`config.mk`:
```
export PLATFORM = sky130hd
export DESIGN_NAME = id_ex_stage
export DESIGN_NICKNAME = d
export VERILOG_FILES = /design/src/rtl/id_ex_stage_pkg.sv /design/src/rtl/hazard_detect.sv /design/src/rtl/id_ex_stage.sv
export SDC_FILE = /design/constraint.sdc
export NUM_CORES = 1
export LEC_CHECK = 0
export BUFFER_PORTS_ARGS = -buffer_cell sky130_fd_sc_hd__buf_4
export CAP_MARGIN = 20
export CORE_ASPECT_RATIO = 1.1
export CORE_MARGIN = 2
export CORE_UTILIZATION = 23
export CTS_CLUSTER_SIZE = 10
export DETAILED_ROUTE_END_ITERATION = 16
export PLACE_DENSITY = 0.46
export RECOVER_POWER = 50
export SLEW_MARGIN = 25
export SYNTH_ARGS = -nofsm -noshare
export SYNTH_HDL_FRONTEND = slang
export SYNTH_SLANG_ARGS = --single-unit
export TNS_END_PERCENT = 100
```
`constraint.sdc`:
```
create_clock -name clk -period 5.6 [get_ports clk]
set_clock_uncertainty 0.15 [all_clocks]
set_input_delay 0.56 -clock clk [delete_from_list [all_inputs] [get_ports clk]]
set_output_delay 0.56 -clock clk [all_outputs]
set_load 0.01 [all_outputs]
```
`src/rtl/id_ex_stage_pkg.sv`:
```
// Shared decode-control definitions for the ID/EX boundary and the control unit.
// Combinational definitions only; no latency or backpressure.
// Provides the ALU op encodings and the packed control bundle.
package id_ex_stage_pkg;

    localparam logic [1:0] ALU_OP_ADD   = 2'd0;
    localparam logic [1:0] ALU_OP_SUB   = 2'd1;
    localparam logic [1:0] ALU_OP_RTYPE = 2'd2;

    typedef struct packed {
        logic [1:0] alu_op;
        logic       reg_dst;
        logic       branch;
        logic       mem_read;
        logic       mem_2_reg;
        logic       mem_write;
        logic       alu_src;
        logic       reg_write;
        logic       jump;
    } ctrl_t;

    // A bubble is an all-zero bundle: it never writes registers or memory.
    function automatic ctrl_t ctrl_bubble();
        ctrl_t c;
        c        = '0;
        c.alu_op = ALU_OP_ADD;
        return c;
    endfunction

endpackage

```
`src/rtl/hazard_detect.sv`:
```
// Load-use hazard detection between the decode instruction and a load sitting in EX.
// Latency: purely combinational.
// Backpressure: stall_o holds PC and IF/ID; suppressed when the decode instruction is flushed.
module hazard_detect #(
    parameter int RADDR_W = 5
) (
    input  logic [RADDR_W-1:0] id_rs,
    input  logic [RADDR_W-1:0] id_rt,
    input  logic               rs_used,
    input  logic               rt_used,
    input  logic               ex_valid,
    input  logic               ex_mem_read,
    input  logic [RADDR_W-1:0] ex_rt,
    input  logic               flush_i,
    output logic               haz,
    output logic               stall_o
);

    logic rs_hit;
    logic rt_hit;

    assign rs_hit  = rs_used && (id_rs == ex_rt);
    assign rt_hit  = rt_used && (id_rt == ex_rt);
    // $0 is hard-wired, so a load targeting it can never create a dependency.
    assign haz     = ex_valid && ex_mem_read && (ex_rt != '0) && (rs_hit || rt_hit);
    assign stall_o = haz && !flush_i;

endmodule

```
`src/rtl/id_ex_stage.sv`:
```
// ID/EX pipeline register with load-use stall, flush squash and saturating event counters.
// Latency: 1 cycle from id_* to ex_*; stall_o is combinational from id_* and registered ex_*.
// Backpressure: on a load-use hazard stall_o holds upstream for one cycle while a bubble enters EX.
module id_ex_stage
    import id_ex_stage_pkg::*;
#(
    parameter int DATA_W  = 32,
    parameter int RADDR_W = 5,
    parameter int CNT_W   = 16
) (
    input  logic               clk,
    input  logic               arst_n,
    input  logic               flush_i,
    input  logic [1:0]         id_alu_op,
    input  logic               id_reg_dst,
    input  logic               id_branch,
    input  logic               id_mem_read,
    input  logic               id_mem_2_reg,
    input  logic               id_mem_write,
    input  logic               id_alu_src,
    input  logic               id_reg_write,
    input  logic               id_jump,
    input  logic [RADDR_W-1:0] id_rs,
    input  logic [RADDR_W-1:0] id_rt,
    input  logic [RADDR_W-1:0] id_rd,
    input  logic [DATA_W-1:0]  id_rdata1,
    input  logic [DATA_W-1:0]  id_rdata2,
    input  logic [DATA_W-1:0]  id_imm_ext,
    input  logic [DATA_W-1:0]  id_pc_plus4,
    input  logic [5:0]         id_funct,
    output logic               stall_o,
    output logic [1:0]         ex_alu_op,
    output logic               ex_reg_dst,
    output logic               ex_branch,
    output logic               ex_mem_read,
    output logic               ex_mem_2_reg,
    output logic               ex_mem_write,
    output logic               ex_alu_src,
    output logic               ex_reg_write,
    output logic               ex_jump,
    output logic [RADDR_W-1:0] ex_rs,
    output logic [RADDR_W-1:0] ex_rt,
    output logic [RADDR_W-1:0] ex_rd,
    output logic [DATA_W-1:0]  ex_rdata1,
    output logic [DATA_W-1:0]  ex_rdata2,
    output logic [DATA_W-1:0]  ex_imm_ext,
    output logic [DATA_W-1:0]  ex_pc_plus4,
    output logic [5:0]         ex_funct,
    output logic               ex_valid,
    output logic [CNT_W-1:0]   stall_cnt,
    output logic [CNT_W-1:0]   flush_cnt
);

    ctrl_t id_ctrl;
    ctrl_t ex_ctrl;
    logic  rs_used;
    logic  rt_used;
    logic  haz;

    assign id_ctrl = '{alu_op:    id_alu_op,
                       reg_dst:   id_reg_dst,
                       branch:    id_branch,
                       mem_read:  id_mem_read,
                       mem_2_reg: id_mem_2_reg,
                       mem_write: id_mem_write,
                       alu_src:   id_alu_src,
                       reg_write: id_reg_write,
                       jump:      id_jump};

    // rt is a source only for R-type, branches and stores; otherwise it is the destination.
    assign rs_used = !id_jump;
    assign rt_used = id_reg_dst || id_branch || id_mem_write;

    hazard_detect #(
        .RADDR_W (RADDR_W)
    ) u_hazard_detect (
        .id_rs       (id_rs),
        .id_rt       (id_rt),
        .rs_used     (rs_used),
        .rt_used     (rt_used),
        .ex_valid    (ex_valid),
        .ex_mem_read (ex_ctrl.mem_read),
        .ex_rt       (ex_rt),
        .flush_i     (flush_i),
        .haz         (haz),
        .stall_o     (stall_o)
    );

    always_ff @(posedge clk or negedge arst_n) begin
        if (!arst_n) begin
            ex_ctrl     <= '0;
            ex_rs       <= '0;
            ex_rt       <= '0;
            ex_rd       <= '0;
            ex_rdata1   <= '0;
            ex_rdata2   <= '0;
            ex_imm_ext  <= '0;
            ex_pc_plus4 <= '0;
            ex_funct    <= '0;
            ex_valid    <= 1'b0;
        end else if (flush_i || haz) begin
            ex_ctrl     <= ctrl_bubble();
            ex_rs       <= '0;
            ex_rt       <= '0;
            ex_rd       <= '0;
            ex_rdata1   <= '0;
            ex_rdata2   <= '0;
            ex_imm_ext  <= '0;
            ex_pc_plus4 <= '0;
            ex_funct    <= '0;
            ex_valid    <= 1'b0;
        end else begin
            ex_ctrl     <= id_ctrl;
            ex_rs       <= id_rs;
            ex_rt       <= id_rt;
            ex_rd       <= id_rd;
            ex_rdata1   <= id_rdata1;
            ex_rdata2   <= id_rdata2;
            ex_imm_ext  <= id_imm_ext;
            ex_pc_plus4 <= id_pc_plus4;
            ex_funct    <= id_funct;
            ex_valid    <= 1'b1;
        end
    end

    // Flush outranks a stall, so a squashed hazard counts only as a flush.
    always_ff @(posedge clk or negedge arst_n) begin
        if (!arst_n) begin
            stall_cnt <= '0;
            flush_cnt <= '0;
        end else if (flush_i) begin
            if (flush_cnt != '1) flush_cnt <= flush_cnt + CNT_W'(1);
        end else if (haz) begin
            if (stall_cnt != '1) stall_cnt <= stall_cnt + CNT_W'(1);
        end
    end

    assign ex_alu_op    = ex_ctrl.alu_op;
    assign ex_reg_dst   = ex_ctrl.reg_dst;
    assign ex_branch    = ex_ctrl.branch;
    assign ex_mem_read  = ex_ctrl.mem_read;
    assign ex_mem_2_reg = ex_ctrl.mem_2_reg;
    assign ex_mem_write = ex_ctrl.mem_write;
    assign ex_alu_src   = ex_ctrl.alu_src;
    assign ex_reg_write = ex_ctrl.reg_write;
    assign ex_jump      = ex_ctrl.jump;

endmodule

```
# Word level (Yosys, flattened, before mapping)
# Index checks and enable logic that the tools add are counted.
# classes
bitwise	1
add_sub_neg	2
n_reduce_logical	15
n_mux	10
n_eq_ne	4
# op_table
op	n
32-bit 2-to-1 mux	4
16-bit by 1-bit adder with 16-bit output, second input constant	2
16-bit inequality test, second input constant	2
5-bit 2-to-1 mux	3
5-bit equality test	2
10-bit 2-to-1 mux	1
1-bit logical AND	6
6-bit 2-to-1 mux	1
5-bit nonzero test	1
1-bit logical OR	4
3-bit AND reduction	1
1-bit logical NOT	2
2-bit AND reduction	1
1-bit 2-to-1 mux	1
1-bit NOT	1
# word_totals
reg_bits	192
inputBits	162
output_inout_bits	193

# Longest topological paths before layout
# depth
ltp_word	7
mapped_depth	7

# Modules after synthesis
# A second synthesis with hierarchy kept.
# hier_totals
cells_unflattened	503
hier_area_um2	6834.1
# modules_own_cells
mod	area_each_um2	instances	cells_each	seq_area_each_um2
id_ex_stage	6680.2	1	484	4804.6
hazard_detect	153.9	1	19	0.0

# Least setup slack after synthesis
# OpenSTA, ideal clock, no wires.
# synth_path
kind	input to output
startpoint	input id_rs[0]
endpoint	output stall_o
t_arrival_ns	1.832
stages	6
t_required_ns	4.890
path_slack_ns	3.058
n_path_buf	1
path_cell_list	xnor2_1 > nand4_1 > o32ai_2 > buf_2 > nand2_1 > nor2_1
# synth_via
elab_chain_len	5
# synth_lines
element	line_no	source
start: declaration	id_ex_stage.sv:23	input logic [RADDR_W-1:0] id_rs,
5-bit equality test	hazard_detect.sv:22	assign rs_hit = rs_used && (id_rs == ex_rt);
1-bit logical AND	hazard_detect.sv:22	
1-bit logical OR	hazard_detect.sv:25	assign haz = ex_valid && ex_mem_read && (ex_rt != '0) && (rs_hit || rt_hit);
1-bit logical AND	hazard_detect.sv:25	
1-bit logical AND	hazard_detect.sv:26	assign stall_o = haz && !flush_i;
end: declaration	id_ex_stage.sv:31	output logic stall_o,
# No other way between the ends.

==> impl_metrics.ini <==
[logic_synthesis]
seq_area_frac_synth = 0.702
ys_types = 38
synthCells = 509
yosys_warnings = 0
avgSynthCellArea_um2 = 13.4
synth-seq-cells = 192
synth_nets = 673
netlist_area_um2 = 6840

[clocking]
cts_max_level = 4
cts_buffers = 17
holdBufCountCts = 0
clock_path_buffers = 2
tritoncts = built
cts.clk_slew.worst_paths_ns = 0.08
cts_sinks = 192
post_cts_resize_count = 0
clockRootBuffer = clkbuf_16
clk_latency_ns = 0.43
postCtsSetupBuffers = 0

[hold_path]
hold_depth = 2
hold_path_startpoint = id_rd[4]
hp-class = input pin to register
hold_end = ex_rd[4]

[global_routing]
grt_pass1_wl_um = 31100
grt_overflow = 0
antenna_found_initial = 1
grt_max_degree = 96
grt_pass1_vias = 5127
grt_usage = 0.134

[status]
status = finished, violations left
violations = capacitance limit, slew limit

[critical_path]
crit_path_frequent_cell = clkbuf_2
critPathArrivalTime_ns = 3.57
worst-setup-path-type = input pin to asynchronous set/reset pin
crit_path_start_kind = input pin
slowest_stage = clkbuf_2
crit_fanout = 95
rr_worst_depth = 6
worstPathBufferInverterCount = 2
critPathMaxStageDelay_ns = 1.76
r2r-end = ex_rdata1[20]
critPathRequiredTime_ns = 5.81
critPathTopFamily = buffers and inverters
worstSetupPathDepth = 2
end_kind = asynchronous set/reset pin
cp_cell_sequence = clkbuf_2 -> clkbuf_2
reg2reg_from = ex_rt[1]
r2r_slack_ns = 2.50

[run]
maxCapViolCount = 1

[sta]
setup_ws_ns = 2.24
period_needed_ns = 3.36
fmax_mhz = 297
hold_viol = 0
min_period_over_period = 0.601
relSlewSlack = -0.684
setup_violations = 0
drv_slew = 96
tns_ns = 0
rsz0062_at_grt = false
tightest_slew_ns = 2.53

[cells_and_area]
final_common_cell = buf_4
layout_common_cells = 203 x buf_4, 192 x dfrtp_1, 160 x and2_1
regArea_um2 = 4800
nets = 1030
antenna_cells = 0
area_growth_pct = 45.4
multi_input_area_um2 = 1930
drive_above_1_share = 0.280
n_fill_cell = 3114

[power]
max-vdd-ir-drop_mv = 0.152
p_leak_nw = 4.63
p_per_area_nw_per_um2 = 323

[detailed_routing]
drt_iter0_drc = 169
drt_wl_total_um = 20300
drt_first_pass_iters = 5
routed_via_density = 3.94
postRouteAntennaNets = 0
wl_per_cell_um = 16.2
via_count = 4934
drc = 0

[floorplan]
die_w_um = 168
die_h_um = 185
die-area_um2 = 31100
io_pins = 355
num_rows = 66
core_area_um2 = 29400
initial_utilization = 0.233

[placement]
gp_congestion = 0.710
port_buffers = 354
pre_cts_slack_ns = 2.38
place_hpwl_um = 14900
-- layer usage --
layer	up-vias	GRT usage	wire length, µm
met5	-	0	13
met4	2	0.0479	327
met3	20	0.0628	2020
met2	220	0.216	9850
met1	2347	0.156	8120
li1	2345	-	-
-- synth_stat cells, drive strengths merged --
| cell type | number | area share |
|---|---|---|
| nand3b | 1 | 0.0011 |
| mux2 | 4 | 0.0066 |
| or4 | 1 | 0.0011 |
| xor2 | 3 | 0.0038 |
| nor4 | 3 | 0.0027 |
| nor3b | 1 | 0.0011 |
| a41oi | 1 | 0.0013 |
| and4 | 4 | 0.0051 |
| or2 | 1 | 0.00091 |
| o32ai | 1 | 0.0024 |
| nand2b | 3 | 0.0027 |
| o31ai | 1 | 0.0011 |
| and4b | 1 | 0.0015 |
| nor3 | 6 | 0.0044 |
| a31oi | 1 | 0.00091 |
| nand3 | 15 | 0.011 |
| o21ai | 2 | 0.0015 |
| a21boi | 1 | 0.0011 |
| ha | 2 | 0.0037 |
| a21oi | 3 | 0.0038 |
| and2 | 160 | 0.15 |
| buf | 3 | 0.0031 |
| and3 | 1 | 0.00091 |
| nor4b | 2 | 0.0026 |
| or3 | 1 | 0.00091 |
| nand4 | 13 | 0.012 |
| nand2 | 13 | 0.0071 |
| inv | 3 | 0.0016 |
| xnor2 | 32 | 0.041 |
| nor2 | 11 | 0.0060 |
| nand4b | 4 | 0.0051 |
| clkbuf | 18 | 0.012 |
| o211ai | 1 | 0.0018 |
| dfrtp | 192 | 0.70 |
-- kinds of logic (layout without fill, tap and decap cells) --
logic type                 Yosys count  in the layout  synth area share
AOI/OAI and AO/OA                   11             11            0.0139
xor gates and xnor gates            35             35            0.0448
adders and majority gates            2              2           0.00366
buffers and inverters               24            394            0.0165
DFF                                192            192             0.702
muxes                                4              4           0.00658
and+or+nand+nor                    241            241             0.212
-- final cells by class --
class / instances / area share
multi-input cells: 293 / 0.194
clock buffers: 19 / 0.0455
flip-flops and latches: 192 / 0.483
inverters: 3 / 0.00113
clock inverters: 13 / 0.0174
well taps: 374 / 0.0470
repair buffers: 359 / 0.212
-- worst max-delay path by stage --
stage	to	from	slack (ns)
after global placement	ex_imm_ext[1]	ex_rt[1]	2.45
after detailed placement	ex_pc_plus4[23]	ex_rt[1]	2.38
final	ex_imm_ext[20]	arst_n	2.24
after CTS	ex_rdata1[20]	ex_rt[1]	2.37
after floorplan	stall_o	id_rs[0]	3.06
after global routing	ex_pc_plus4[7]	arst_n	1.57
-- per-stage QoR --
stage	cells	power (W)	util	cell area [µm²]	hold slack, ns
2_1_floorplan	509	0.00170	-	6840	0.114
3_3_place_gp	1221	0.00199	0.337	9910	0.339
3_5_place_dp	1221	0.00199	0.337	9910	0.341
4_1_cts	1253	0.00334	0.358	10500	0.0974
5_1_grt	1253	0.00339	0.338	9950	0.141
6_report	1253	0.00322	0.338	9950	0.175
-- power breakdown --
| group | internal, W | total [W] | switching, W | leakage (nW) |
|---|---|---|---|---|
| logic | 0.000190 | 0.000376 | 0.000186 | 1.84 |
| registers | 0.00147 | 0.00153 | 0.0000591 | 2.50 |
| clock network | 0.000737 | 0.00131 | 0.000574 | 0.294 |
| total | 0.00240 | 0.00322 | 0.000820 | 4.63 |
(Power assumes the default switching activity.)
